<file path="src/rtl/uart_pkg.sv">
// Shared UART definitions: FSM state encodings, control-register bit positions, frame width.
// Used by both the transmit and receive paths.
package uart_pkg;

  localparam int unsigned FRAME_WIDTH = 8;

  localparam int unsigned CR_UE  = 0;
  localparam int unsigned CR_PCE = 4;
  localparam int unsigned CR_PS  = 5;

  typedef logic [2:0] uart_state_t;

  localparam uart_state_t StIdle   = 3'd0;
  localparam uart_state_t StStart  = 3'd1;
  localparam uart_state_t StData   = 3'd2;
  localparam uart_state_t StParity = 3'd3;
  localparam uart_state_t StStop   = 3'd4;

  // odd=0 gives even parity, odd=1 gives odd parity over the data byte.
  function automatic logic parity_bit(input logic [FRAME_WIDTH-1:0] data, input logic odd);
    return odd ^ (^data);
  endfunction

endpackage

</file>
<file path="src/rtl/uart_transmit.sv">
// UART transmit engine: one-byte holding register, LSB-first shifter, start/data/[parity]/stop.
// The parity bit is only built when UART_TX_PARITY_EN is defined; otherwise frames are 10 bits.
module uart_transmit
  import uart_pkg::*;
(
  input  logic        clk_i,
  input  logic        rst_i,
  input  logic [5:0]  uart_cr_i,
  input  logic [15:0] uart_brr_i,
  input  logic [7:0]  data_i,
  input  logic        we_i,
  output logic        txe_o,
  output logic        tc_o,
  input  logic        baud_clk_i,
  output logic        baudgenerator_en_o,
  output logic        tx_o
);

  uart_state_t            state_q, state_d;
  logic [FRAME_WIDTH-1:0] tdr_q, tdr_d;
  logic [FRAME_WIDTH-1:0] shift_q, shift_d;
  logic [2:0]             cnt_q, cnt_d;
  logic                   txe_q, txe_d;
  logic                   tx_q, tx_d;
  logic                   en_q, en_d;
  logic                   start_ok;
  logic                   load;

  // A frame may begin only with a full holding register and the UART enabled.
  assign start_ok = uart_cr_i[CR_UE] & ~txe_q;

`ifdef UART_TX_PARITY_EN
  logic par_en_q, par_en_d;
  logic par_bit_q, par_bit_d;
  logic unused_cr;
  assign unused_cr = ^{uart_brr_i, uart_cr_i[3:1]};
`else
  logic unused_cr;
  assign unused_cr = ^{uart_brr_i, uart_cr_i[5:1]};
`endif

  always_comb begin
    state_d = state_q;
    tdr_d   = tdr_q;
    shift_d = shift_q;
    cnt_d   = cnt_q;
    txe_d   = txe_q;
    tx_d    = tx_q;
    en_d    = en_q;
    load    = 1'b0;
`ifdef UART_TX_PARITY_EN
    par_en_d  = par_en_q;
    par_bit_d = par_bit_q;
`endif

    case (state_q)
      StIdle: begin
        tx_d = 1'b1;
        en_d = 1'b0;
        if (start_ok) load = 1'b1;
      end
      StStart: begin
        if (baud_clk_i) begin
          tx_d    = shift_q[0];
          cnt_d   = 3'd0;
          state_d = StData;
        end
      end
      StData: begin
        if (baud_clk_i) begin
          shift_d = shift_q >> 1;
          cnt_d   = cnt_q + 3'd1;
          if (cnt_q == 3'(FRAME_WIDTH - 1)) begin
`ifdef UART_TX_PARITY_EN
            if (par_en_q) begin
              tx_d    = par_bit_q;
              state_d = StParity;
            end else begin
              tx_d    = 1'b1;
              state_d = StStop;
            end
`else
            tx_d    = 1'b1;
            state_d = StStop;
`endif
          end else begin
            tx_d = shift_q[1];
          end
        end
      end
`ifdef UART_TX_PARITY_EN
      StParity: begin
        if (baud_clk_i) begin
          tx_d    = 1'b1;
          state_d = StStop;
        end
      end
`endif
      StStop: begin
        if (baud_clk_i) begin
          if (start_ok) begin
            load = 1'b1;
          end else begin
            en_d    = 1'b0;
            tx_d    = 1'b1;
            state_d = StIdle;
          end
        end
      end
      default: begin
        state_d = StIdle;
        tx_d    = 1'b1;
        en_d    = 1'b0;
      end
    endcase

    // Frame configuration is captured here and held until the next load.
    if (load) begin
      shift_d = tdr_q;
      txe_d   = 1'b1;
      tx_d    = 1'b0;
      en_d    = 1'b1;
      state_d = StStart;
`ifdef UART_TX_PARITY_EN
      par_en_d  = uart_cr_i[CR_PCE];
      par_bit_d = parity_bit(tdr_q, uart_cr_i[CR_PS]);
`endif
    end

    // load requires txe_q=0, so it never collides with an accepted write.
    if (we_i && txe_q) begin
      tdr_d = data_i;
      txe_d = 1'b0;
    end
  end

  always_ff @(posedge clk_i) begin
    if (rst_i) begin
      state_q <= StIdle;
      tdr_q   <= '0;
      shift_q <= '0;
      cnt_q   <= 3'd0;
      txe_q   <= 1'b1;
      tx_q    <= 1'b1;
      en_q    <= 1'b0;
    end else begin
      state_q <= state_d;
      tdr_q   <= tdr_d;
      shift_q <= shift_d;
      cnt_q   <= cnt_d;
      txe_q   <= txe_d;
      tx_q    <= tx_d;
      en_q    <= en_d;
    end
  end

`ifdef UART_TX_PARITY_EN
  always_ff @(posedge clk_i) begin
    if (rst_i) begin
      par_en_q  <= 1'b0;
      par_bit_q <= 1'b0;
    end else begin
      par_en_q  <= par_en_d;
      par_bit_q <= par_bit_d;
    end
  end
`endif

  assign txe_o              = txe_q;
  assign tc_o               = (state_q == StIdle) & txe_q;
  assign tx_o               = tx_q;
  assign baudgenerator_en_o = en_q;

endmodule

</file>
<file path="config.mk">
export PLATFORM = sky130hd
export DESIGN_NAME = uart_transmit
export DESIGN_NICKNAME = d
export VERILOG_FILES = /design/src/rtl/uart_pkg.sv /design/src/rtl/uart_transmit.sv
export SDC_FILE = /design/constraint.sdc
export NUM_CORES = 1
export LEC_CHECK = 0
export CORE_AREA = 2 2 49 96
export DETAILED_ROUTE_END_ITERATION = 10
export DIE_AREA = 0 0 51 98
export SLEW_MARGIN = 20
export SYNTH_ARGS = -nofsm -noshare
export SYNTH_HDL_FRONTEND = slang
export SYNTH_SLANG_ARGS = --single-unit
export TNS_END_PERCENT = 5
</file>
<file path="constraint.sdc">
create_clock -name clk_i -period 2.7 [get_ports clk_i]
set_input_delay 0.405 -clock clk_i [delete_from_list [all_inputs] [get_ports clk_i]]
set_output_delay 0.405 -clock clk_i [all_outputs]
set_load 0.01 [all_outputs]
</file>
# [Word-level counts from Yosys, hierarchy flattened]
# Cells that the tools add are included.
[word_totals] out_inout_bits=4 word_cells=72 in_bits=34 regBits=25
[op_classes] mux=29 n_bitwise=4 eq_ne=16 reduce_logical=14 n_addsub=1
[ops] op="$mux W8" n=3
[ops] op="$mux W3" n=7
[ops] op="$ne A3 B3 Y1 const B" n=5
[ops] op="$mux W1" n=14
[ops] op="$ne A2 B2 Y1 const B" n=6
[ops] op="$pmux W3 S4" n=1
[ops] op="$reduce_and A6 Y1" n=2
[ops] op="$reduce_bool A2 Y1" n=4
[ops] op="$eq A3 B3 Y1 const B" n=2
[ops] op="$pmux W3 S2" n=1
[ops] op="$reduce_and A3 Y1" n=2
[ops] op="$pmux W1 S2" n=2
[ops] op="$reduce_and A4 Y1" n=1
[ops] op="$reduce_or A2 Y1" n=2
[ops] op="$add A3 B1 Y3 const B" n=1
[ops] op="$eq A3 B1 Y1 const B" n=1
[ops] op="$eq A3 B2 Y1 const B" n=1
[ops] op="$logic_not A3 Y1" n=1
[ops] op="$pmux W1 S3" n=1
[ops] op="$and A1 B1 Y1" n=2
[ops] op="$ne A2 B1 Y1 const B" n=1
[ops] op="$not A1 Y1" n=2
[ops] op="$reduce_and A2 Y1" n=1
[ops] op="$logic_and A1 B1 Y1" n=1

# [Longest topological paths before layout]
# Gate-level depths: netlist of the first run.
[depth] word_depth=7 ltp_mapped=6 depth_no_buf=6

# [Least setup slack after synthesis of the first run]
# No wires, ideal clock.
[synth_path] kind="flip-flop to output port" startpoint="register state_q[0]" endpoint="output tc_o" n_path_buf=2 t_arrival_ns=1.155 stages_incl_launch_ff=4 path_slack_ns=1.140 cell_sequence="dfxtp_1 buf_2 buf_2 nor4b_1"
[synth_via] elab_chain_cells=2
[synth_lines] item="start, declared" line_no="uart_transmit.sv:19" rtl="uart_state_t state_q, state_d;"
[synth_lines] item="start signal, assigned" line_no="uart_transmit.sv:139" rtl="state_q <= StIdle;"
[synth_lines] item="start signal, assigned" line_no="uart_transmit.sv:147" rtl="state_q <= state_d;"
[synth_lines] item="$logic_not A3 Y1" line_no="uart_transmit.sv:170" rtl="assign tc_o = (state_q == StIdle) & txe_q;"
[synth_lines] item="$and A1 B1 Y1" line_no="uart_transmit.sv:170"
[synth_lines] item="end, declared" line_no="uart_transmit.sv:13" rtl="output logic tc_o,"
# Every way passes these cells.

# [Worst setup path after layout of the first run]
[layout_path] startpoint="register state_q[1]" endpoint="output tc_o"
# The elaborated chain is that of the path after synthesis.

==> results of run 1 <==
## registers in the layout (all words and copies together) (netlist names)
| register | flops |
|---|---|
| tx_o | 1 |
| shift_q | 8 |
| tdr_q | 8 |
| state_q | 3 |
| baudgenerator_en_o | 1 |
| txe_o | 1 |
| cnt_q | 3 |
## cell usage after synthesis (2+ instances only)
cell,n
a21oi_1,15
nor2b_1,3
nand2_1,24
clkbuf_1,6
a22o_1,3
buf_2,4
nor4b_1,2
nor4_1,2
a31oi_1,2
o21ai_0,3
a311oi_1,7
ha_1,2
o21ai_1,3
a22oi_1,2
nor2_1,13
inv_1,2
nand2b_1,4
nand3_1,9
dfxtp_1,25
## area by class of cell
cell class | count | area (um^2)
inverters | 2 | 7.51
multi-input cells | 108 | 661
clock inverters | 1 | 7.51
repair buffers | 21 | 198
well taps | 54 | 67.6
flip-flops and latches | 25 | 500
fillers | 454 | 2810
clock buffers | 3 | 41.3
## metal layers
| metal | routed length [um] | vias to the layer above | global-route usage [%] |
|---|---|---|---|
| met5 | 0 | - | 0 |
| met4 | 65 | 0 | 6.86 |
| met3 | 55 | 6 | 1.53 |
| met2 | 1350 | 16 | 20.4 |
| met1 | 1070 | 494 | 13.4 |
| li1 | - | 555 | - |
## critical path, stage by stage (launching register included)
cell and delay, ns:
dfxtp_1 0.50, nor4b_1 0.37, clkdlybuf4s50_1 0.58
## stage by stage
stage	hold WS, ns	util [%]	instances	setup WS (ns)
floorplan	0.437	-	148	1.14
CTS	0.463	34.5	214	0.541
finish	0.460	34.5	214	0.576
global placement	0.443	33.4	210	0.584
global route	0.486	34.5	214	0.470
detailed placement	0.448	33.4	210	0.562
## worst max-delay path by stage
stage / from / endpoint / slack (ns) / cells past startpoint
after detailed placement: baud_clk_i / shift_q[6]$_SDFFE_PP0P_ / 0.56 / 5
after global routing: state_q[1]$_SDFFE_PP0P_ / tc_o / 0.47 / 2
after floorplan: state_q[0]$_SDFFE_PP0P_ / tc_o / 1.14 / 3
after CTS: state_q[1]$_SDFFE_PP0P_ / tc_o / 0.54 / 2
after global placement: baud_clk_i / shift_q[6]$_SDFFE_PP0P_ / 0.58 / 5
final: state_q[1]$_SDFFE_PP0P_ / tc_o / 0.58 / 2
## power by group through the flow
| stage | Combinational (mW) | Sequential (mW) | Clock (mW) |
|---|---|---|---|
| 6_report | 0.125 | 0.407 | 0.229 |
| 5_1_grt | 0.142 | 0.411 | 0.249 |
| 4_1_cts | 0.127 | 0.407 | 0.241 |
| 3_5_place_dp | 0.127 | 0.416 | 0 |
| 3_3_place_gp | 0.125 | 0.415 | 0 |
| 2_1_floorplan | 0.0829 | 0.412 | 0 |
## cell families after synthesis
group                      count (synthesis)  synth area share [%]
adders and majority gates                  2                  2.03
AOI/OAI and AO/OA                         41                  23.6
buffers and inverters                     15                  5.88
and+or+nand+nor                           64                  27.2
DFF                                       25                  40.6
xor gates and xnor gates                   1                 0.710
## layout by cell type (no fill, tap or decap)
cell and count:
a2111oi_0 1, a211oi_1 1, a21oi_1 15, a22o_1 3, a22oi_1 2, a2bb2oi_1 1
a311oi_1 7, a31oi_1 2, buf_4 5, clkbuf_8 3, clkdlybuf4s50_1 16, clkinvlp_4 1
dfxtp_1 25, ha_1 2, inv_1 2, nand2_1 24, nand2b_1 4, nand2b_2 1
nand3_1 9, nand4bb_1 1, nor2_1 13, nor2b_1 3, nor2b_4 1, nor4_1 2
nor4_4 1, nor4b_1 2, o21ai_0 3, o21ai_1 3, o32a_1 1, o32ai_1 1
o41ai_4 1, or2_2 1, or3b_1 1, or4_1 1, xnor2_1 1
==> out/metrics.yaml, run 1 <==
run:
  drv_cap: 0
route:
  via_count: 1071
  viasPerCell: 5.00
  postRouteAntennaNets: 0
  drtIter0Drc: 20
  avgRoutedWirePerCell_um: 11.9
  first_pass_iters: 3
  wirelength_um: 2540
  drc: 0
worst_setup_path:
  cp-start-kind: "flop"
  cp.required_ns: 2.30
  rrSetupSlack_ns: 0.88
  cp_max_fo: 15
  reg2reg_to: "shift_q[6]$_SDFFE_PP0P_"
  reg2reg_from: "state_q[0]$_SDFFE_PP0P_"
  end_kind: "primary output"
  crit_type: "reg2out"
  ff2ff_path_depth: 4
  cp_data_arrival_time_ns: 1.72
finish:
  final_nets: 197
  area_growth_pct: 20.2
  drive_gt1_share_pct: 8.75
  n_antenna_cell: 0
  fin_area_um2: 1480
clock_network:
  cts_setup_buffers: 0
  worstSkewPairLatency_ns: 0.27
  cts_tree: "built"
  cts_resized: 0
  numCtsBuffers: 3
  htreeDepth: 1
  clk_pin_slew_ns: 0.09
  cts.sinks: 25
  cts_root_buf: "clkbuf_8"
  ctsLongestPathBuffers: 2
  postCtsHoldBufs: 0
placed_design:
  portBuffers: 16
  gp_congestion: 0.754
  placed_area_um2: 1430
  dpl.hpwl_um: 1810
die:
  die_h_um: 98
  die_area_um2: 5000
  start_util_pct: 28.7
  coreArea_um2: 4300
  boundaryPins: 38
  core.rowCount: 34
  die_w_um: 51
sta:
  worst_pin_slew_ns: 0.727
  fin_crit_ns: 2.12
  fin_skew_ns: 0.00464
  drv_slew: 0
  clock.fmax_mhz: 471
  relSlewSlack_pct: 51.3
  setup-tns-final_ns: 0
  min_period_over_period_pct: 78.7
  hold_viol: 0
  rsz0062_at_grt: "no"
  finalSetupViolCount: 0
pwr:
  switchingPower_uw: 203
  switching_share_pct: 26.7
  p_clk_share_pct: 30.1
  power.share.sequential_pct: 53.5
  pwr-share-comb_pct: 16.4
  p_total_uw: 761
  vdd_drop_max_v: 0.000316
  p_leak_nw: 0.488
  p_int_uw: 558
  powerDensity_nw_per_um2: 513
global_route:
  grt_pass1_wl_um: 4700
  grt_pass1_vias: 1067
  grt_use_total_pct: 11.8
  overflow: 0
  antenna_found_initial: 0
  grt_start_max_net_pins: 19
synthesis:
  synth_cell_types: 36
  synthFlopType: "dfxtp_1"
  ys_seq_area_share_pct: 40.6
  ys_warn_count: 0
  synth.area.top_cells: "dfxtp_1 (41%), nand2_1 (7.3%), a21oi_1 (6.1%), a311oi_1 (5.0%), nor2_1 (4.0%)"
  syn-num-nets: 184
  syn_area_per_cell_um2: 8.34
  syn_inst: 148
  synth.top_cell.area_share_pct: 40.6
  yosysTopAreaCell: "dfxtp_1"
  synth_edf_count: 0
  syn_area_um2: 1230
  yosys_register_bits: 25
  async_flop_share_pct: 0
min_path:
  min_to: "tdr_q[6]$_SDFFE_PP0P_"
  worstHoldPathType: "reg2reg"
  holdPathStages: 2
  hp-start: "tdr_q[6]$_SDFFE_PP0P_"
run_status:
  status: "completed"
No activity file was read; power rests on OpenSTA's default activity.
==> inputs of run 2 (changes only) <==
Clock period 2.7 ns to 1.75 ns, I/O delays scaled along.
==> run 2 against run 1 <==
Compared with the run above: clock skew is 0.0026 ns lower; non-clock buffer count rose by 14; flip-flop and latch count stayed put; clock power grew 53%; via count rose by 4.2%; combinational power up 74%; worst hold slack worse by 0.0016 ns; setup slack worse by 0.44 ns; register-to-register slack got worse by 0.68 ns; utilization is 2.4 points higher; global-route usage is 0.48 points higher; count of clock-buffer cells in the layout unchanged; critical path type unchanged; critical endpoint is now txe_o.
==> out/metrics.yaml, run 2 (same netlist as run 1, synthesis figures left out) <==
finish:
  layout_commonest_cell: "dfxtp_1"
  area_growth_pct: 28.6
  layout_common_cells: "dfxtp_1 (25), nand2_1 (24), buf_4 (19)"
  top_regs: "shift_q (8), tdr_q (8)"
  n_antenna_cell: 0
  n_fill_cell: 473
  final_cell_count_no_fill: 228
  drive_gt1_share_pct: 16.1
  final_nets: 211
sta:
  relSlewSlack_pct: 74.6
  setup-tns-final_ns: 0
  worst_pin_slew_ns: 0.380
  finalSetupViolCount: 0
  fin_crit_ns: 1.61
  min_period_over_period_pct: 92.2
  clock.fmax_mhz: 619
  rsz0062_at_grt: "no"
  setup_ws_ns: 0.136
  hold_viol: 0
  fin_skew_ns: 0.00203
  drv_slew: 0
clock_network:
  cts.sinks: 25
  htreeDepth: 1
  postCtsHoldBufs: 0
  cts_root_buf: "clkbuf_8"
  numCtsBuffers: 3
  worstSkewPairLatency_ns: 0.27
  clk_pin_slew_ns: 0.09
  cts_tree: "built"
  ctsLongestPathBuffers: 2
placed_design:
  gp_congestion: 0.792
  portBuffers: 16
  dp.cells: 222
  dp_slack_ns: -0.222
  dpl.hpwl_um: 2060
worst_setup_path:
  max_stage_delay_ns: 0.55
  cp_data_arrival_time_ns: 1.35
  cp-start-kind: "flop"
  cp.required_ns: 1.49
  crit_type: "reg2out"
  path_cells: "buf_4 > clkdlybuf4s50_1"
  cp_max_fo: 11
  cp_slowest_cell: "clkdlybuf4s50_1"
  end_kind: "primary output"
route:
  avgRoutedWirePerCell_um: 11.7
  postRouteAntennaNets: 0
  viasPerCell: 4.89
  first_pass_iters: 4
  drc: 0
  wirelength_um: 2680
  drtIter0Drc: 15
  via_count: 1116
global_route:
  overflow: 0
  grt_pass1_vias: 1161
  grt_pass1_wl_um: 4950
  antenna_found_initial: 0
  grt_use_total_pct: 12.3
  grt_start_max_net_pins: 18
die:
  boundaryPins: 38
  die_h_um: 98
  coreArea_um2: 4300
  core.rowCount: 34
  die_w_um: 51
  die_area_um2: 5000
  start_util_pct: 28.7
pwr:
  vdd_drop_max_v: 0.000532
  powerDensity_nw_per_um2: 752
  p_leak_nw: 0.559
run:
  drv_cap: 0
min_path:
  worstHoldPathType: "reg2reg"
run_status:
  status: "completed"
## run 2: cell types whose count changed in the layout (fill, tap and decap cells not counted)
cell / delta
buf_4: +14
clkdlybuf4s50_1: -1
dlygate4sd2_1: +1
## run 2: per-stage QoR
stage	cell area (um^2)	util [%]	power (mW)	hold WS, ns
after CTS	1570	36.6	1.21	0.461
final	1590	36.9	1.19	0.459
after global placement	1520	35.5	0.853	0.444
after global routing	1590	36.9	1.27	0.481
after detailed placement	1520	35.5	0.857	0.447
after floorplan	1230	-	0.763	0.410
## run 2: cell type report
type,count,area [um^2],area share [%]
clock buffer,3,41.3,2.60
clock inverter,1,7.51,0.473
inverter,2,7.51,0.473
multi-input combinational,108,661,41.6
sequential,25,500,31.5
tap,54,67.6,4.26
timing repair buffer,35,302,19.0
## run 2: worst max-delay path, delay by kind of cell (launching register included)
kind                   cells  cell delay (ns)
buffers and inverters      2             0.73
flip-flops                 1             0.36
## run 2: report_power, final
group | switching (mW) | internal, mW
Clock | 0.190 | 0.161
Combinational | 0.103 | 0.114
Sequential | 0.0225 | 0.603
## run 2: worst paths after layout
path	startpoint	to	slack, ns	cells past startpoint
setup / recovery	txe_o$_SDFFE_PP1P_	txe_o	0.14	2
hold reg to reg	tdr_q[5]$_SDFFE_PP0P_	tdr_q[5]$_SDFFE_PP0P_	0.46	2
setup reg to reg	state_q[1]$_SDFFE_PP0P_	shift_q[5]$_SDFFE_PP0P_	0.20	6
hold / removal	tdr_q[5]$_SDFFE_PP0P_	tdr_q[5]$_SDFFE_PP0P_	0.46	2
## run 2: timing repair
action,in CTS,in global routing
gates resized for setup,1,0
setup buffers,0,2
pin swaps,0,1
setup endpoints to repair,1,5
## run 2: metal layers
layer	share of wire (%)	GRT usage, %	vias to the layer above
met4	1.8	5.20	0
li1	-	-	580
met5	0	0	-
met2	57	23.3	18
met1	39	13.2	516
met3	2.2	1.07	2
==> inputs of run 3 (changes only) <==
Settings changed: ABC_CLOCK_PERIOD_IN_PS from default to 1750, SKIP_CTS_REPAIR_TIMING from default to 1.
==> run 3 against run 2 <==
Compared with the run above: sequential power is essentially flat; clock skew is essentially flat; clock power is essentially flat; combinational power is essentially flat; die area is the same; highest routed layer unchanged; first-iteration DRC count grew 33%; via count shrank 0.63%; register-to-register slack lost 0.09 ns; routed wire length is essentially flat.
==> out/metrics.yaml, run 3 (same netlist as run 1, synthesis figures left out) <==
route:
  drc: 0
  wirelength_um: 2670
  viasPerCell: 4.91
  postRouteAntennaNets: 0
  via_count: 1109
  drtIter0Drc: 20
  wl_met3_um: 66
  dr_wl_met2_um: 1530
  first_pass_iters: 4
  avgRoutedWirePerCell_um: 11.8
  wl_met1_um: 1030
  highest_layer: "met4"
finish:
  area_growth_pct: 28.3
  final_nets: 209
  layout_common_cells: "nand2_1 (24), dfxtp_1 (24), buf_4 (17)"
  n_fill_cell: 472
  n_antenna_cell: 0
  drive_gt1_share_pct: 16.3
  fin_area_um2: 1580
  final_util_pct: 36.8
  top_regs: "shift_q (8), tdr_q (8)"
sta:
  worst_pin_slew_ns: 0.706
  fin_crit_ns: 1.66
  clock.fmax_mhz: 603
  min_period_over_period_pct: 94.7
  drv_slew: 0
  fin_skew_ns: 0.00202
  rsz0062_at_grt: "no"
  relSlewSlack_pct: 52.7
  hold_viol: 0
  finalSetupViolCount: 0
worst_setup_path:
  end_kind: "flop"
  cp.required_ns: 1.93
  crit_type: "in2reg"
  cp_max_fo: 14
  cp-start-kind: "input pin"
  cp_data_arrival_time_ns: 1.84
die:
  boundaryPins: 38
  core.rowCount: 34
  die_w_um: 51
  coreArea_um2: 4300
  die_h_um: 98
  die_area_um2: 5000
  start_util_pct: 28.7
global_route:
  grt_pass1_vias: 1161
  grt_start_max_net_pins: 18
  overflow: 0
  grt_use_total_pct: 12.3
  antenna_found_initial: 0
  grt_pass1_wl_um: 4940
pwr:
  powerDensity_nw_per_um2: 753
  vdd_drop_max_v: 0.000532
  p_leak_nw: 0.558
  p_total_mw: 1.19
clock_network:
  cts.sinks: 25
  numCtsBuffers: 3
  cts_root_buf: "clkbuf_8"
  cts_tree: "built"
  worstSkewPairLatency_ns: 0.27
  clk_pin_slew_ns: 0.09
  htreeDepth: 1
  ctsLongestPathBuffers: 2
run_status:
  status: "completed"
placed_design:
  placed_area_um2: 1520
  portBuffers: 16
  gp_congestion: 0.792
  dpl.hpwl_um: 2060
run:
  drv_cap: 0
min_path:
  worstHoldPathType: "reg2reg"
run 3: cell types whose count changed in the layout (fill, tap and decap cells not counted):
| cell | change |
|---|---|
| buf_4 | -2 |
| dfxtp_1 | -1 |
| dfxtp_2 | +1 |
| dlygate4sd2_1 | -1 |
| dlymetal6s2s_1 | +1 |
| nor4b_1 | -1 |
| nor4b_2 | +1 |
run 3: path summary, 6_finish.rpt:
path                               from                       to  slack [ns]  cells past startpoint
setup / recovery           uart_cr_i[0]  shift_q[5]$_SDFFE_PP0P_        0.09                      5
hold / removal    tdr_q[6]$_SDFFE_PP0P_    tdr_q[6]$_SDFFE_PP0P_        0.46                      2
setup reg to reg     txe_o$_SDFFE_PP1P_  shift_q[5]$_SDFFE_PP0P_        0.11                      4
hold reg to reg   tdr_q[6]$_SDFFE_PP0P_    tdr_q[6]$_SDFFE_PP0P_        0.46                      2
run 3: report_power, final:
group / switching [mW] / leakage (nW) / total [mW] / internal, mW
clock network: 0.189 / 0.0217 / 0.351 / 0.161
logic: 0.103 / 0.332 / 0.215 / 0.113
registers: 0.0229 / 0.205 / 0.626 / 0.603
run 3: metrics by stage:
| stage | TNS (ns) | hold slack [ns] | setup WS [ns] | cells |
|---|---|---|---|---|
| floorplan | 0 | 0.410 | 0.333 | 148 |
| global placement | -1.52 | 0.444 | -0.207 | 222 |
| detailed placement | -1.57 | 0.447 | -0.222 | 222 |
| CTS | -0.133 | 0.461 | -0.133 | 226 |
| global route | 0 | 0.481 | 0.0106 | 226 |
| finish | 0 | 0.458 | 0.0928 | 226 |
run 3: metal layers:
metal	vias up	global-route usage, %
met1	511	13.2
met4	0	5.20
met2	20	23.2
met5	-	0
li1	576	-
met3	2	1.07
run 3: worst max-delay path, stage by stage:
cell and delay [ns]:
clkdlybuf4s50_1 0.47, nand2b_2 0.09, o41ai_4 0.66, nor2_1 0.09
a311oi_1 0.26
run 3: area by class of cell:
cell class                 instances  area, um^2  share of cell area [%]
multi-input combinational        108         667                    42.1
sequential                        25         502                    31.7
timing repair buffer              33         290                    18.3
tap                               54        67.6                    4.27
clock buffer                       3        41.3                    2.61
clock inverter                     1        7.51                   0.474
inverter                           2        7.51                   0.474
